`src/rtl/tone_gate.sv`:
```
// Gates a divided-clock tone onto the speaker while a debounced key is held, so the
// speaker output only ever starts on a tone rising edge and stops with the tone low.
module tone_gate #(
    parameter int unsigned DEBOUNCE_CYCLES = 500000,
    parameter int unsigned MIN_HOLD_CYCLES = 5000000,
    parameter int unsigned TONE_TIMEOUT    = 50000000
) (
    input  logic       clk_in,
    input  logic       rst_n,
    input  logic       tone_in,
    input  logic       key_in,
    output logic       audio_out,
    output logic       playing,
    output logic [7:0] note_count,
    output logic       stall
);

    typedef enum logic [1:0] {StIdle, StArm, StPlay, StRelease} state_e;

    state_e      r_state;
    state_e      w_state_next;

    logic        r_tone_meta;
    logic        r_tone_s;
    logic        r_tone_prev;
    logic        r_key_meta;
    logic        r_key_s;
    logic        r_key_db;
    logic        r_key_db_prev;
    logic [31:0] r_db_cnt;
    logic [31:0] r_to_cnt;
    logic [31:0] r_hold_cnt;

    logic        w_tone_rise;
    logic        w_key_press;
    logic        w_play_next;
    logic        w_enter_play;
    logic        w_arm_timeout;

    assign w_tone_rise = r_tone_s & ~r_tone_prev;
    assign w_key_press = r_key_db & ~r_key_db_prev;

    always_ff @(posedge clk_in or negedge rst_n) begin
        if (!rst_n) begin
            r_tone_meta <= 1'b0;
            r_tone_s    <= 1'b0;
            r_tone_prev <= 1'b0;
            r_key_meta  <= 1'b0;
            r_key_s     <= 1'b0;
        end else begin
            r_tone_meta <= tone_in;
            r_tone_s    <= r_tone_meta;
            r_tone_prev <= r_tone_s;
            r_key_meta  <= key_in;
            r_key_s     <= r_key_meta;
        end
    end

    // Any sample that agrees with the accepted level restarts the stability count.
    always_ff @(posedge clk_in or negedge rst_n) begin
        if (!rst_n) begin
            r_db_cnt      <= '0;
            r_key_db      <= 1'b0;
            r_key_db_prev <= 1'b0;
        end else begin
            r_key_db_prev <= r_key_db;
            if (r_key_s == r_key_db) begin
                r_db_cnt <= '0;
            end else if (r_db_cnt == DEBOUNCE_CYCLES - 32'd1) begin
                r_key_db <= r_key_s;
                r_db_cnt <= '0;
            end else begin
                r_db_cnt <= r_db_cnt + 32'd1;
            end
        end
    end

    always_ff @(posedge clk_in or negedge rst_n) begin
        if (!rst_n) begin
            r_state <= StIdle;
        end else begin
            r_state <= w_state_next;
        end
    end

    always_comb begin
        w_state_next = r_state;
        case (r_state)
            StIdle: begin
                if (w_key_press) w_state_next = StArm;
            end
            StArm: begin
                if (w_tone_rise) begin
                    w_state_next = StPlay;
                end else if (!r_key_db) begin
                    w_state_next = StIdle;
                end else if (r_to_cnt == TONE_TIMEOUT - 32'd1) begin
                    w_state_next = StIdle;
                end
            end
            StPlay: begin
                if (!r_key_db && (r_hold_cnt == MIN_HOLD_CYCLES)) w_state_next = StRelease;
            end
            StRelease: begin
                if (w_key_press && r_tone_s) begin
                    w_state_next = StPlay;
                end else if (!r_tone_s) begin
                    w_state_next = StIdle;
                end
            end
            default: w_state_next = StIdle;
        endcase
    end

    // Leaving ARM for IDLE with the key still down can only be the timeout.
    always_comb begin
        w_play_next   = (w_state_next == StPlay) || (w_state_next == StRelease);
        w_enter_play  = (w_state_next == StPlay) && (r_state != StPlay);
        w_arm_timeout = (r_state == StArm) && (w_state_next == StIdle) && r_key_db;
    end

    always_ff @(posedge clk_in or negedge rst_n) begin
        if (!rst_n) begin
            r_to_cnt   <= '0;
            r_hold_cnt <= '0;
            note_count <= '0;
            stall      <= 1'b0;
            audio_out  <= 1'b0;
            playing    <= 1'b0;
        end else begin
            if ((r_state == StIdle) && w_key_press) begin
                r_to_cnt <= '0;
            end else if (r_state == StArm) begin
                r_to_cnt <= r_to_cnt + 32'd1;
            end

            if (w_enter_play) begin
                r_hold_cnt <= '0;
            end else if ((r_state == StPlay) && (r_hold_cnt != MIN_HOLD_CYCLES)) begin
                r_hold_cnt <= r_hold_cnt + 32'd1;
            end

            if (w_enter_play && (note_count != 8'hFF)) begin
                note_count <= note_count + 8'd1;
            end

            if (w_arm_timeout) begin
                stall <= 1'b1;
            end else if ((r_state == StArm) && w_enter_play) begin
                stall <= 1'b0;
            end

            audio_out <= r_tone_s & w_play_next;
            playing   <= w_play_next;
        end
    end

endmodule

```
`config.mk`:
```
export PLATFORM = sky130hd
export DESIGN_NAME = tone_gate
export DESIGN_NICKNAME = d
export VERILOG_FILES = /design/src/rtl/tone_gate.sv
export SDC_FILE = /design/constraint.sdc
export NUM_CORES = 1
export LEC_CHECK = 0
export BUFFER_PORTS_ARGS = -buffer_cell sky130_fd_sc_hd__buf_2
export CAP_MARGIN = 10
export CORE_MARGIN = 4
export CORE_UTILIZATION = 45
export CTS_CLUSTER_DIAMETER = 120
export DETAILED_ROUTE_END_ITERATION = 12
export GPL_ROUTABILITY_DRIVEN = 0
export GPL_TIMING_DRIVEN = 1
export SKIP_CTS_REPAIR_TIMING = 1
export SYNTH_ARGS = -nofsm -noshare
export SYNTH_HDL_FRONTEND = slang
export SYNTH_SLANG_ARGS = --single-unit
```
`constraint.sdc`:
```
create_clock -name clk_in -period 2.4 [get_ports clk_in]
set_clock_uncertainty 0.05 [all_clocks]
set_input_delay 0.12 -clock clk_in [delete_from_list [all_inputs] [get_ports clk_in]]
set_output_delay 0.12 -clock clk_in [all_outputs]
set_load 0.05 [all_outputs]
```
# After elaboration in Yosys (flattened, before gate mapping)
# Cells that the tools add are included.
# word_totals
reg_bits,116
# classes
addsub,4
eq_ne,12
n_mux,16
bitwise,6
n_reduce_logical,17
# op_table
op,count
two-way mux 32 bit,6
"adder 32 x 1 -> 32 bit, second input constant",3
"== test 32 x 19 -> 1 bit, second input constant",1
"== test 32 x 23 -> 1 bit, second input constant",1
"== test 32 x 26 -> 1 bit, second input constant",1
"!= test 32 x 23 -> 1 bit, second input constant",1
two-way mux 2 bit,7
logical AND 1 bit,9
"adder 8 x 1 -> 8 bit, second input constant",1
"== test 2 bit, second input constant",4
"!= test 8 bit, second input constant",1
one-hot mux 2 bit (4 select lines),1
nonzero test 2 bit,3
logical NOT 2 bit,2
AND 1 bit,3
inverter 1 bit,3
"== test 2 x 1 -> 1 bit, second input constant",1
two-way mux 1 bit,2
"!= test 2 bit, second input constant",1
AND reduction 2 bit,1
== test 1 bit,1
logical NOT 1 bit,1
logical OR 1 bit,1

# Depth between registers and ports, before layout
# logic_depth
word_depth,10
mapped_depth,8

# Least setup slack after synthesis
# No wires, ideal clock.
# synth_path
kind,reg-to-reg
start,register note_count[4]
end,register note_count[1]
setup_time_ns,0.125
t_arrival_ns,1.836
path_slack_ns,0.390
stages_incl_launch_ff,5
period_less_slack_ns,2.010
path_cell_list,dfrtp_1 -> and3_1 -> and2_1 -> a41oi_1 -> mux2_2
# synth_via
elab_chain_len,2
# synth_lines
item,line_no,source
from (decl),14,"output logic [7:0] note_count,"
from (signal assigned),144,note_count <= note_count + 8'd1;
!= test 8 bit,143,if (w_enter_play && (note_count != 8'hFF)) begin
logical AND 1 bit,143,
# Every way passes these cells.
# A chain may end at the register's enable or synchronous reset.

# Final worst setup path
# layout_path
start,register r_hold_cnt[8]
end,register r_hold_cnt[19]
# layout_via
elab_chain_len,7
elab_cells_between_ends,12
cone_classes,add/sub (1); eq/ne (3); mux (4); reduce/logical (4)
# layout_lines
item,line_no,source
from (decl),32,logic [31:0] r_hold_cnt;
from (signal assigned),140,r_hold_cnt <= r_hold_cnt + 32'd1;
branches (longest 7 deep; another with adder 32 x 1 -> 32 bit),--,
# Several ways; the timed one is not identified. The select of a mux whose other input is x is not followed.

==> results.ini <==
[run_status]
status = completed

[critical_path]
worst_path_max_delay_cell = or4_1
worstReg2RegStart = r_hold_cnt[8]
crit_required_ps = 2680
critPathBufInv = 0
startpoint = r_hold_cnt[8]
cp_top_family = simple AND/OR/NAND/NOR gates
r2r_slack_ps = 250
endpoint_kind = flip-flop
cp.arrival_ps = 2420
cp_max_fo = 8
crit_type = flip-flop to flip-flop
critical_path.max_stage_delay_ps = 530
timing.rr.end = r_hold_cnt[19]
critPathLaunchType = flip-flop
rr_worst_depth = 5
path_cells = and4_1 -> nand2_1 -> or2_0 -> or4_1 -> a21oi_1

[global_route]
grt_pass1_vias = 4463
grt_max_degree = 69
grt_busiest_layer = met2
use_met1 = 0.2534
grtUsageMet2 = 0.2807
antenna_found_initial = 0
grt_first_pass_wirelength_um = 21780
gr-total-overflow = 0
grt_usage = 0.1847
use_met3 = 0.04875

[route]
wl_per_cell_um = 15.40
drt-vias-per-instance = 5.677
first_pass_iters = 5
postRouteAntennaNets = 0
dr_total_vias = 4655
drc = 0
dr.first_iter.drc_count = 264
wl_um = 12630

[power_and_ir_drop]
peakVddDrop_mv = 0.5305
powerDensity_nw_per_um2 = 670.1
p_leak_uw = 0.002863
total_power_uw = 4533

[synthesis]
yosysWarnings = 0
synth.area.top_cells = dfrtp_1 50%, xnor2_1 4.8%, nand3_1 4.5%
seq_area_frac_synth = 0.4963
synth.avg_cell_area_um2 = 9.637
synth_top_area_frac = 0.4963
synth_ff_type = dfrtp_1
syn_inst = 607
synth_nets = 616
yosys_register_bits = 116
synth_area_um2 = 5849
synth-async-reset-ratio = 1.000
ys_types = 48
synth_area_leader_cell = dfrtp_1
synth-edff-count = 0

[hold_path]
hp-class = input port to async pin

[floorplan]
io_pins = 15
die-area_um2 = 14890
die_h_um = 122.0
fp.dieW_um = 122.0
start_util = 0.4616
coreArea_um2 = 12670
rows = 41

[layout]
final_nets = 644
final_area_um2 = 6764
nFillCells = 1184
antenna_cells = 0
drive_above_1_share = 0.1065
layout_commonest_cell = dfrtp_1
final_cell_mix = 116 x dfrtp_1, 64 x nor2_1, 53 x nand3_1, 41 x nand4_1, 41 x nand2_1
area_growth_pct = 15.64

[sta]
setup_viol = 0
setup_tns_ps = 0
max-slew-margin-rel = 0.4229
fmax_mhz = 466.1
setup_ws_ps = 254.7
finalCritPeriodShare = 0.8939
rsz0062_at_grt = no
finalMaxSlewViolations = 0
holdWs_ps = 97.47
fin_crit_ps = 2145
hold_violations = 0
worstMarginPinSlew_ps = 865.6

[clock_tree]
cts-root-buf = clkbuf_16
htree_levels = 4
cts.clk_slew.worst_paths_ps = 50
cts_buffers = 17
cts_tree = done
clk_path_buf_depth = 2
clk-insertion-delay-late_ps = 410
clock-sinks = 116

[placed_design]
dp_hpwl_um = 8535
dpl_cell_area_um2 = 6143
preCtsSetupSlack_ps = 279.1
io_buffers = 14

[run]
cap_viol_max_count = 0

## worst register-to-register path, stage by stage (launching register included)
cell and delay (ps):
dfrtp_1 440, and4_1 310, nand2_1 200, or2_0 380
or4_1 530, a21oi_1 160
## worst max path at each step
stage                     endpoint  slack [ps]  depth (start not counted)
floorplan            note_count[1]         390                          4
detailed placement  r_hold_cnt[19]         280                          5
CTS                 r_hold_cnt[19]         240                          5
finish              r_hold_cnt[19]         250                          5
global placement    r_hold_cnt[22]         320                          5
global route        r_hold_cnt[19]         100                          5
## cell usage after synthesis, types with 2 or more instances
| library cell | count |
|---|---|
| o31ai_1 | 14 |
| and3_1 | 10 |
| buf_2 | 2 |
| or2_2 | 3 |
| nand2b_1 | 3 |
| buf_6 | 5 |
| nor4bb_1 | 4 |
| and2_1 | 5 |
| nand4_1 | 41 |
| nor4b_1 | 4 |
| or4_1 | 8 |
| nand3_1 | 53 |
| clkbuf_1 | 12 |
| dfrtp_1 | 116 |
| xor2_1 | 22 |
| a31oi_1 | 2 |
| nor4_1 | 27 |
| inv_1 | 16 |
| mux2_2 | 2 |
| o21ai_0 | 28 |
| xnor2_1 | 32 |
| ha_1 | 5 |
| buf_1 | 2 |
| or3_1 | 8 |
| and3b_1 | 2 |
| nand2_1 | 41 |
| a21oi_1 | 23 |
| o211ai_1 | 8 |
| nor2b_1 | 2 |
| nor2_1 | 64 |
| mux2i_1 | 6 |
| nand4b_1 | 2 |
| and4_1 | 9 |
| nor3_1 | 12 |
## stage by stage
step / utilization / std cells
2_1_floorplan: - / 607
3_3_place_gp: 0.4848 / 785
3_5_place_dp: 0.4848 / 785
4_1_cts: 0.5315 / 817
5_1_grt: 0.5338 / 820
6_report: 0.5338 / 820
## cells by family (layout without fill, tap and decap cells)
logic type / after synthesis / count (layout) / share of synthesized area
AO/OA/AOI/OAI: 81 / 81 / 0.08193
adder cells (fa/ha/maj): 5 / 5 / 0.01070
AND/OR/NAND/NOR: 304 / 304 / 0.2834
XOR/XNOR: 54 / 54 / 0.08085
flip-flops: 116 / 116 / 0.4963
buffers and inverters: 39 / 80 / 0.03273
multiplexers: 8 / 8 / 0.01412
## flip-flops by register name, indices dropped and copies added, names as in the netlist
register / flops
r_key_db: 1
r_tone_meta: 1
audio_out: 1
r_db_cnt: 32
playing: 1
r_state: 2
r_hold_cnt: 32
stall: 1
r_key_meta: 1
r_tone_s: 1
r_tone_prev: 1
r_to_cnt: 32
r_key_s: 1
note_count: 8
r_key_db_prev: 1
## routing by layer
layer  up-vias  wire (µm)
li1       2279          -
met1      2290       6241
met2        66       5801
met3        20        380
met4         0        208
met5         -          0
## layout make-up
class,count,area [µm²],area share
tap,172,215.2,0.03182
clock inverter,8,98.84,0.01461
multi-input combinational,452,2755,0.4073
clock buffer,24,491.7,0.07270
inverter,16,60.06,0.008879
timing repair buffer,32,240.2,0.03552
sequential,116,2903,0.4292
## where the power goes
group	switching (µW)	leakage [µW]	internal [µW]	total (µW)
logic	52.5	0.000969	18.5	71.0
registers	7.79	0.00161	1970	1970
clock network	856	0.000286	1630	2490
total	916	0.00286	3620	4530
Power figures use the tool's default switching activity.
